## src/rtl/alu_arbiter_pkg.sv

```systemverilog
// Shared definitions for the two-requester ALU arbiter.
// Contents: DATA_W datapath width, ALU opcode constants and the
// sequencer state type.
package alu_arbiter_pkg;

  localparam int DATA_W = 8;

  localparam logic [2:0] OP_ADD  = 3'b000;
  localparam logic [2:0] OP_SUB  = 3'b001;
  localparam logic [2:0] OP_AND  = 3'b010;
  localparam logic [2:0] OP_OR   = 3'b011;
  localparam logic [2:0] OP_XOR  = 3'b100;
  localparam logic [2:0] OP_ZERO = 3'b101;
  localparam logic [2:0] OP_SHLA = 3'b110;
  localparam logic [2:0] OP_SHLB = 3'b111;

  typedef enum logic [1:0] {
    IDLE = 2'd0,
    EXEC = 2'd1,
    RESP = 2'd2
  } state_t;

endpackage

```

## src/rtl/alu_arbiter_alu.sv

```systemverilog
// Purely combinational 8-bit ALU.
// Ports:
//   a, b       operands
//   op         opcode (see alu_arbiter_pkg)
//   carry_in   added into add/sub (1 turns a + ~b into a - b)
//   result     ALU result
//   carry_out  raw carry-out of the adder; only meaningful for add/sub
module alu_arbiter_alu
  import alu_arbiter_pkg::*;
(
  input  logic [DATA_W-1:0] a,
  input  logic [DATA_W-1:0] b,
  input  logic [2:0]        op,
  input  logic              carry_in,
  output logic [DATA_W-1:0] result,
  output logic              carry_out
);

  logic [DATA_W:0] sum;
  logic [DATA_W:0] cin_ext;

  assign cin_ext = {{DATA_W{1'b0}}, carry_in};

  // NOTE: every output of a combinational block gets a default first, so no
  // path through the case can leave a signal unassigned and infer a latch.
  always_comb begin
    sum       = '0;
    result    = '0;
    carry_out = 1'b0;
    case (op)
      OP_ADD: begin
        sum       = {1'b0, a} + {1'b0, b} + cin_ext;
        result    = sum[DATA_W-1:0];
        carry_out = sum[DATA_W];
      end
      OP_SUB: begin
        sum       = {1'b0, a} + {1'b0, ~b} + cin_ext;
        result    = sum[DATA_W-1:0];
        carry_out = sum[DATA_W];
      end
      OP_AND:  result = a & b;
      OP_OR:   result = a | b;
      OP_XOR:  result = a ^ b;
      OP_ZERO: result = '0;
      OP_SHLA: result = {a[DATA_W-2:0], 1'b0};
      OP_SHLB: result = {b[DATA_W-2:0], 1'b0};
      default: result = '0;
    endcase
  end

endmodule

```

## src/rtl/alu_arbiter.sv

```systemverilog
// Round-robin (or fixed-priority) arbiter sharing one ALU between two
// requesters. One operation in flight: IDLE accepts, EXEC drives the ALU
// from latched operands, RESP holds the tagged result until consumed.
// Ports:
//   clk, rst                  clock, synchronous active-high reset
//   reqN_valid/ready          request handshake, N = 0, 1
//   reqN_a, reqN_b, reqN_op   request payload
//   resp_valid/ready          response handshake
//   resp_id                   index of the requester that issued the op
//   resp_result/carry/zero/cflag  registered ALU result and flags
module alu_arbiter
  import alu_arbiter_pkg::*;
#(
  parameter bit FIXED_PRIO = 1'b0
) (
  input  logic              clk,
  input  logic              rst,
  input  logic              req0_valid,
  output logic              req0_ready,
  input  logic [DATA_W-1:0] req0_a,
  input  logic [DATA_W-1:0] req0_b,
  input  logic [2:0]        req0_op,
  input  logic              req1_valid,
  output logic              req1_ready,
  input  logic [DATA_W-1:0] req1_a,
  input  logic [DATA_W-1:0] req1_b,
  input  logic [2:0]        req1_op,
  output logic              resp_valid,
  input  logic              resp_ready,
  output logic              resp_id,
  output logic [DATA_W-1:0] resp_result,
  output logic              resp_carry,
  output logic              resp_zero,
  output logic              resp_cflag
);

  state_t            state, state_next;
  logic              last_grant;
  logic              grant_id;
  logic              accept;
  logic [DATA_W-1:0] op_a, op_b;
  logic [2:0]        op_code;
  logic              op_id;
  logic [DATA_W-1:0] alu_result;
  logic              alu_carry;
  logic              alu_carry_in;
  logic              carry_masked;

  // Winner when both are valid: the one not granted last (or req0 if fixed).
  always_comb begin
    grant_id = 1'b0;
    if (req0_valid && req1_valid) begin
      grant_id = FIXED_PRIO ? 1'b0 : ~last_grant;
    end else if (req1_valid) begin
      grant_id = 1'b1;
    end
  end

  assign accept     = (state == IDLE) && (req0_valid || req1_valid);
  assign req0_ready = accept && !grant_id;
  assign req1_ready = accept &&  grant_id;
  assign resp_valid = (state == RESP);

  always_comb begin
    state_next = state;
    case (state)
      IDLE:    if (accept) state_next = EXEC;
      EXEC:    state_next = RESP;
      RESP:    if (resp_ready) state_next = IDLE;
      default: state_next = IDLE;
    endcase
  end

  assign alu_carry_in = (op_code == OP_SUB);
  assign carry_masked = alu_carry && ((op_code == OP_ADD) || (op_code == OP_SUB));

  alu_arbiter_alu u_alu (
    .a         (op_a),
    .b         (op_b),
    .op        (op_code),
    .carry_in  (alu_carry_in),
    .result    (alu_result),
    .carry_out (alu_carry)
  );

  // NOTE: sequential state is written with non-blocking assignments so every
  // register samples the pre-edge values, independent of statement order.
  always_ff @(posedge clk) begin
    if (rst) begin
      state       <= IDLE;
      last_grant  <= 1'b1;
      resp_id     <= 1'b0;
      resp_result <= '0;
      resp_carry  <= 1'b0;
      resp_zero   <= 1'b0;
      resp_cflag  <= 1'b0;
    end else begin
      state <= state_next;
      if (accept) begin
        last_grant <= grant_id;
      end
      if (state == EXEC) begin
        resp_id     <= op_id;
        resp_result <= alu_result;
        resp_carry  <= carry_masked;
        resp_zero   <= (alu_result == '0);
        resp_cflag  <= (op_a >= op_b);
      end
    end
  end

  // NOTE: the operand registers carry no reset; they are only read in EXEC,
  // which can only be reached through a handshake that loads them.
  always_ff @(posedge clk) begin
    if (accept) begin
      op_a    <= grant_id ? req1_a  : req0_a;
      op_b    <= grant_id ? req1_b  : req0_b;
      op_code <= grant_id ? req1_op : req0_op;
      op_id   <= grant_id;
    end
  end

endmodule

```

## config.mk

```make
export PLATFORM = sky130hd
export DESIGN_NAME = alu_arbiter
export DESIGN_NICKNAME = d
export VERILOG_FILES = /design/src/rtl/alu_arbiter_pkg.sv /design/src/rtl/alu_arbiter_alu.sv /design/src/rtl/alu_arbiter.sv
export SDC_FILE = /design/constraint.sdc
export NUM_CORES = 1
export LEC_CHECK = 0
export ABC_CLOCK_PERIOD_IN_PS = 3700
export BUFFER_PORTS_ARGS = -buffer_cell sky130_fd_sc_hd__buf_4
export CAP_MARGIN = 20
export CORE_MARGIN = 3
export CORE_UTILIZATION = 36
export CTS_CLUSTER_DIAMETER = 30
export DETAILED_ROUTE_END_ITERATION = 8
export GPL_ROUTABILITY_DRIVEN = 1
export HOLD_SLACK_MARGIN = 0.15
export SYNTH_ARGS = -nofsm -noshare
export SYNTH_HDL_FRONTEND = slang
export SYNTH_HIERARCHICAL = 1
export SYNTH_SLANG_ARGS = --single-unit
```

## constraint.sdc

```tcl
create_clock -name clk -period 3.7 [get_ports clk]
set_input_delay 0.74 -clock clk [delete_from_list [all_inputs] [get_ports clk]]
set_output_delay 0.74 -clock clk [all_outputs]
set_load 0.03 [all_outputs]
```

==> metrics <==
Max FO, Critical Path=3; width of the die=95.1 microns; maximum VDD drop=0.204 mV; Power, Total=1.41 mW; post-synthesis sequential area ratio=31.6%; Synth Cell Area=0.00286 sq mm; Cell Rows=31; Setup crit start kind=flop; Post-Syn Nets=392; number of enable flip-flop cells after synthesis=20; Fin. Hold Viols=0; final instance area=0.00349 sq mm; PostCTS Resize Cnt=0; setup_tns=0 ns; area grow syn2layout=22.4%; Synth Flop Type=edfxtp_1; Clock Path Buffers=2; initial antenna violation count=0; total of warnings raised by yosys=6; # diodes=0; Die H=95.1 microns; total die area=0.00904 sq mm; Final Cycle Share=85.3%; CTS Buf Count=5; Core Area=0.00749 sq mm; Hold Crit Start=resp_result[0]; Initial DRT Pass Iterations=5; clock sink count=35; status=completed; critical path class=reg -> reg; Detail Route Antenna Nets=0; count of cell types in the netlist=53; fraction of layout cells with a size suffix above 1=26.5%; CTS tree=built; H-tree depth=2; starting density of the core=38.1%; syn_area_per_cell=9.09 sq um; clk_lat worst skew=0.29 ns; Worst Reg2Reg Path Length in Cells=14; clock skew after layout=0.00381 ns; leakage power=1.53 nW; most common cell after layout, fill and taps aside=buf_4; clk slew on worst S/H paths=0.08 ns; dpl cell area=0.00339 sq mm; fin util=46.7%; Iter 0 DRT Violations=204; Slew Viols, Final=0; setup slack after layout=0.543 ns; Required @ worst endpoint=3.93 ns; Total Wirelength=6780 microns; Gate Count Post-Synth=314; DR WL/cell=14.5 microns; Async SR Flop Fraction=0%; relative slew slack=50.9%; worst slew pin tran=0.735 ns; fin cells=469; worst hold path stage count=2; HPWL Detailed=5230 microns; largest net degree at the start of global routing=33; post-CTS setup buffers=0; Pwr Density=404 mW/mm^2; Synth Register Bits=35; fmax=317 MHz; gr usage total=15.6%; most frequent cells in the layout=61 x buf_4, 36 x inv_1, 31 x a21oi_1, 31 x ha_1, 29 x nand2_1; RSZ-0062 raised after global routing=no; input/output buffers=57; Final setup viols=0; CTS hold repair buffers=0; area of the multi-input gates=0.00177 sq mm; I/O pin count=58; # placed instances=461; DR vias/cell=5.19; crit path time final=3.16 ns; Critical Path End Type=flop; HP Class=reg -> reg; via count=2434; Residual DRC=0; vias in the first global route=2250; worst hold slack=0.456 ns; GPL Wtd Cong=0.900; number of fill cells in the layout=740; worst reg2reg path startpoint=op_code[0]; Arr. time, crit path=3.38 ns; Max Cap Violations=0; Root Driver=clkbuf_8; first-pass GRT wire length=11100 microns; Setup crit start=op_code[0]; dpl ws=0.571 ns; gr ovfl total=0; fin nets=447; Sequential cell area=901 sq um
[per-layer routing]
metal | up-vias | global-route usage, % | share of wire [%]
li1 | 1228 | - | -
met3 | 6 | 3.08 | 6.6
met4 | 0 | 3.61 | 1.0
met5 | - | 0 | 0
met2 | 92 | 25.3 | 47
met1 | 1108 | 21.6 | 46
[flip-flops by register name, indices dropped and copies added, names as in the netlist, 2 cells and up]
register and flops:
op_a 8, resp_result 8, state 2, op_code 3
op_b 8
[Yosys cell counts (3+ instances only)]
| cell type | number | share of area, % |
|---|---|---|
| a21oi_1 | 31 | 5.4 |
| a22oi_1 | 3 | 0.79 |
| a221oi_1 | 4 | 1.2 |
| o21ai_0 | 14 | 2.5 |
| mux2_2 | 18 | 7.1 |
| buf_2 | 4 | 0.70 |
| a2111oi_0 | 3 | 0.92 |
| inv_1 | 36 | 4.7 |
| edfxtp_1 | 20 | 21 |
| nand2_1 | 29 | 3.8 |
| clkbuf_1 | 9 | 1.2 |
| nor3_1 | 3 | 0.53 |
| dfxtp_1 | 15 | 11 |
| nor2b_1 | 3 | 0.66 |
| xnor2_1 | 5 | 1.5 |
| nand2b_1 | 4 | 0.88 |
| nand3_1 | 3 | 0.53 |
| nor4_1 | 3 | 0.66 |
| nor2_1 | 25 | 3.3 |
| o22ai_1 | 4 | 0.88 |
| fa_1 | 4 | 2.8 |
| ha_1 | 31 | 14 |
| a211oi_1 | 4 | 1.1 |
[path summary, 6_finish.rpt]
path / to / slack [ns]
max: resp_zero / 0.54
min: resp_result[0] / 0.46
max reg2reg: resp_zero / 0.54
min reg2reg: resp_result[0] / 0.46
[worst max-delay path, stage by stage, from the launching register on]
cell and delay [ns]:
edfxtp_1 0.41, nor3b_1 0.16, inv_1 0.12, fa_1 0.20, inv_1 0.05, fa_1 0.40
a21oi_1 0.14, o21bai_1 0.11, a2111oi_0 0.57, a221oi_1 0.13, xnor2_1 0.16, o21ai_0 0.11
nor4_1 0.24, nand3_1 0.11, a21oi_1 0.17
[where the power goes]
| group | internal, mW | switching [mW] |
|---|---|---|
| registers | 0.462 | 0.0387 |
| logic | 0.256 | 0.332 |
| clock network | 0.173 | 0.150 |
| total | 0.891 | 0.521 |
[kinds of logic after synthesis]
kind of cell	synth area share [%]
AOI/OAI and AO/OA	20.9
xor gates and xnor gates	1.53
adders and majority gates	16.4
buffers and inverters	6.75
DFF	31.6
muxes	9.77
and+or+nand+nor	13.1
[layout make-up]
cell class,instances,area share (%)
inverters,37,3.97
well taps,99,3.54
multi-input cells,229,50.5
clock inverters,2,0.394
repair buffers,61,13.1
flip-flops and latches,35,25.8
clock buffers,6,2.69
Power figures use the tool's default switching activity.
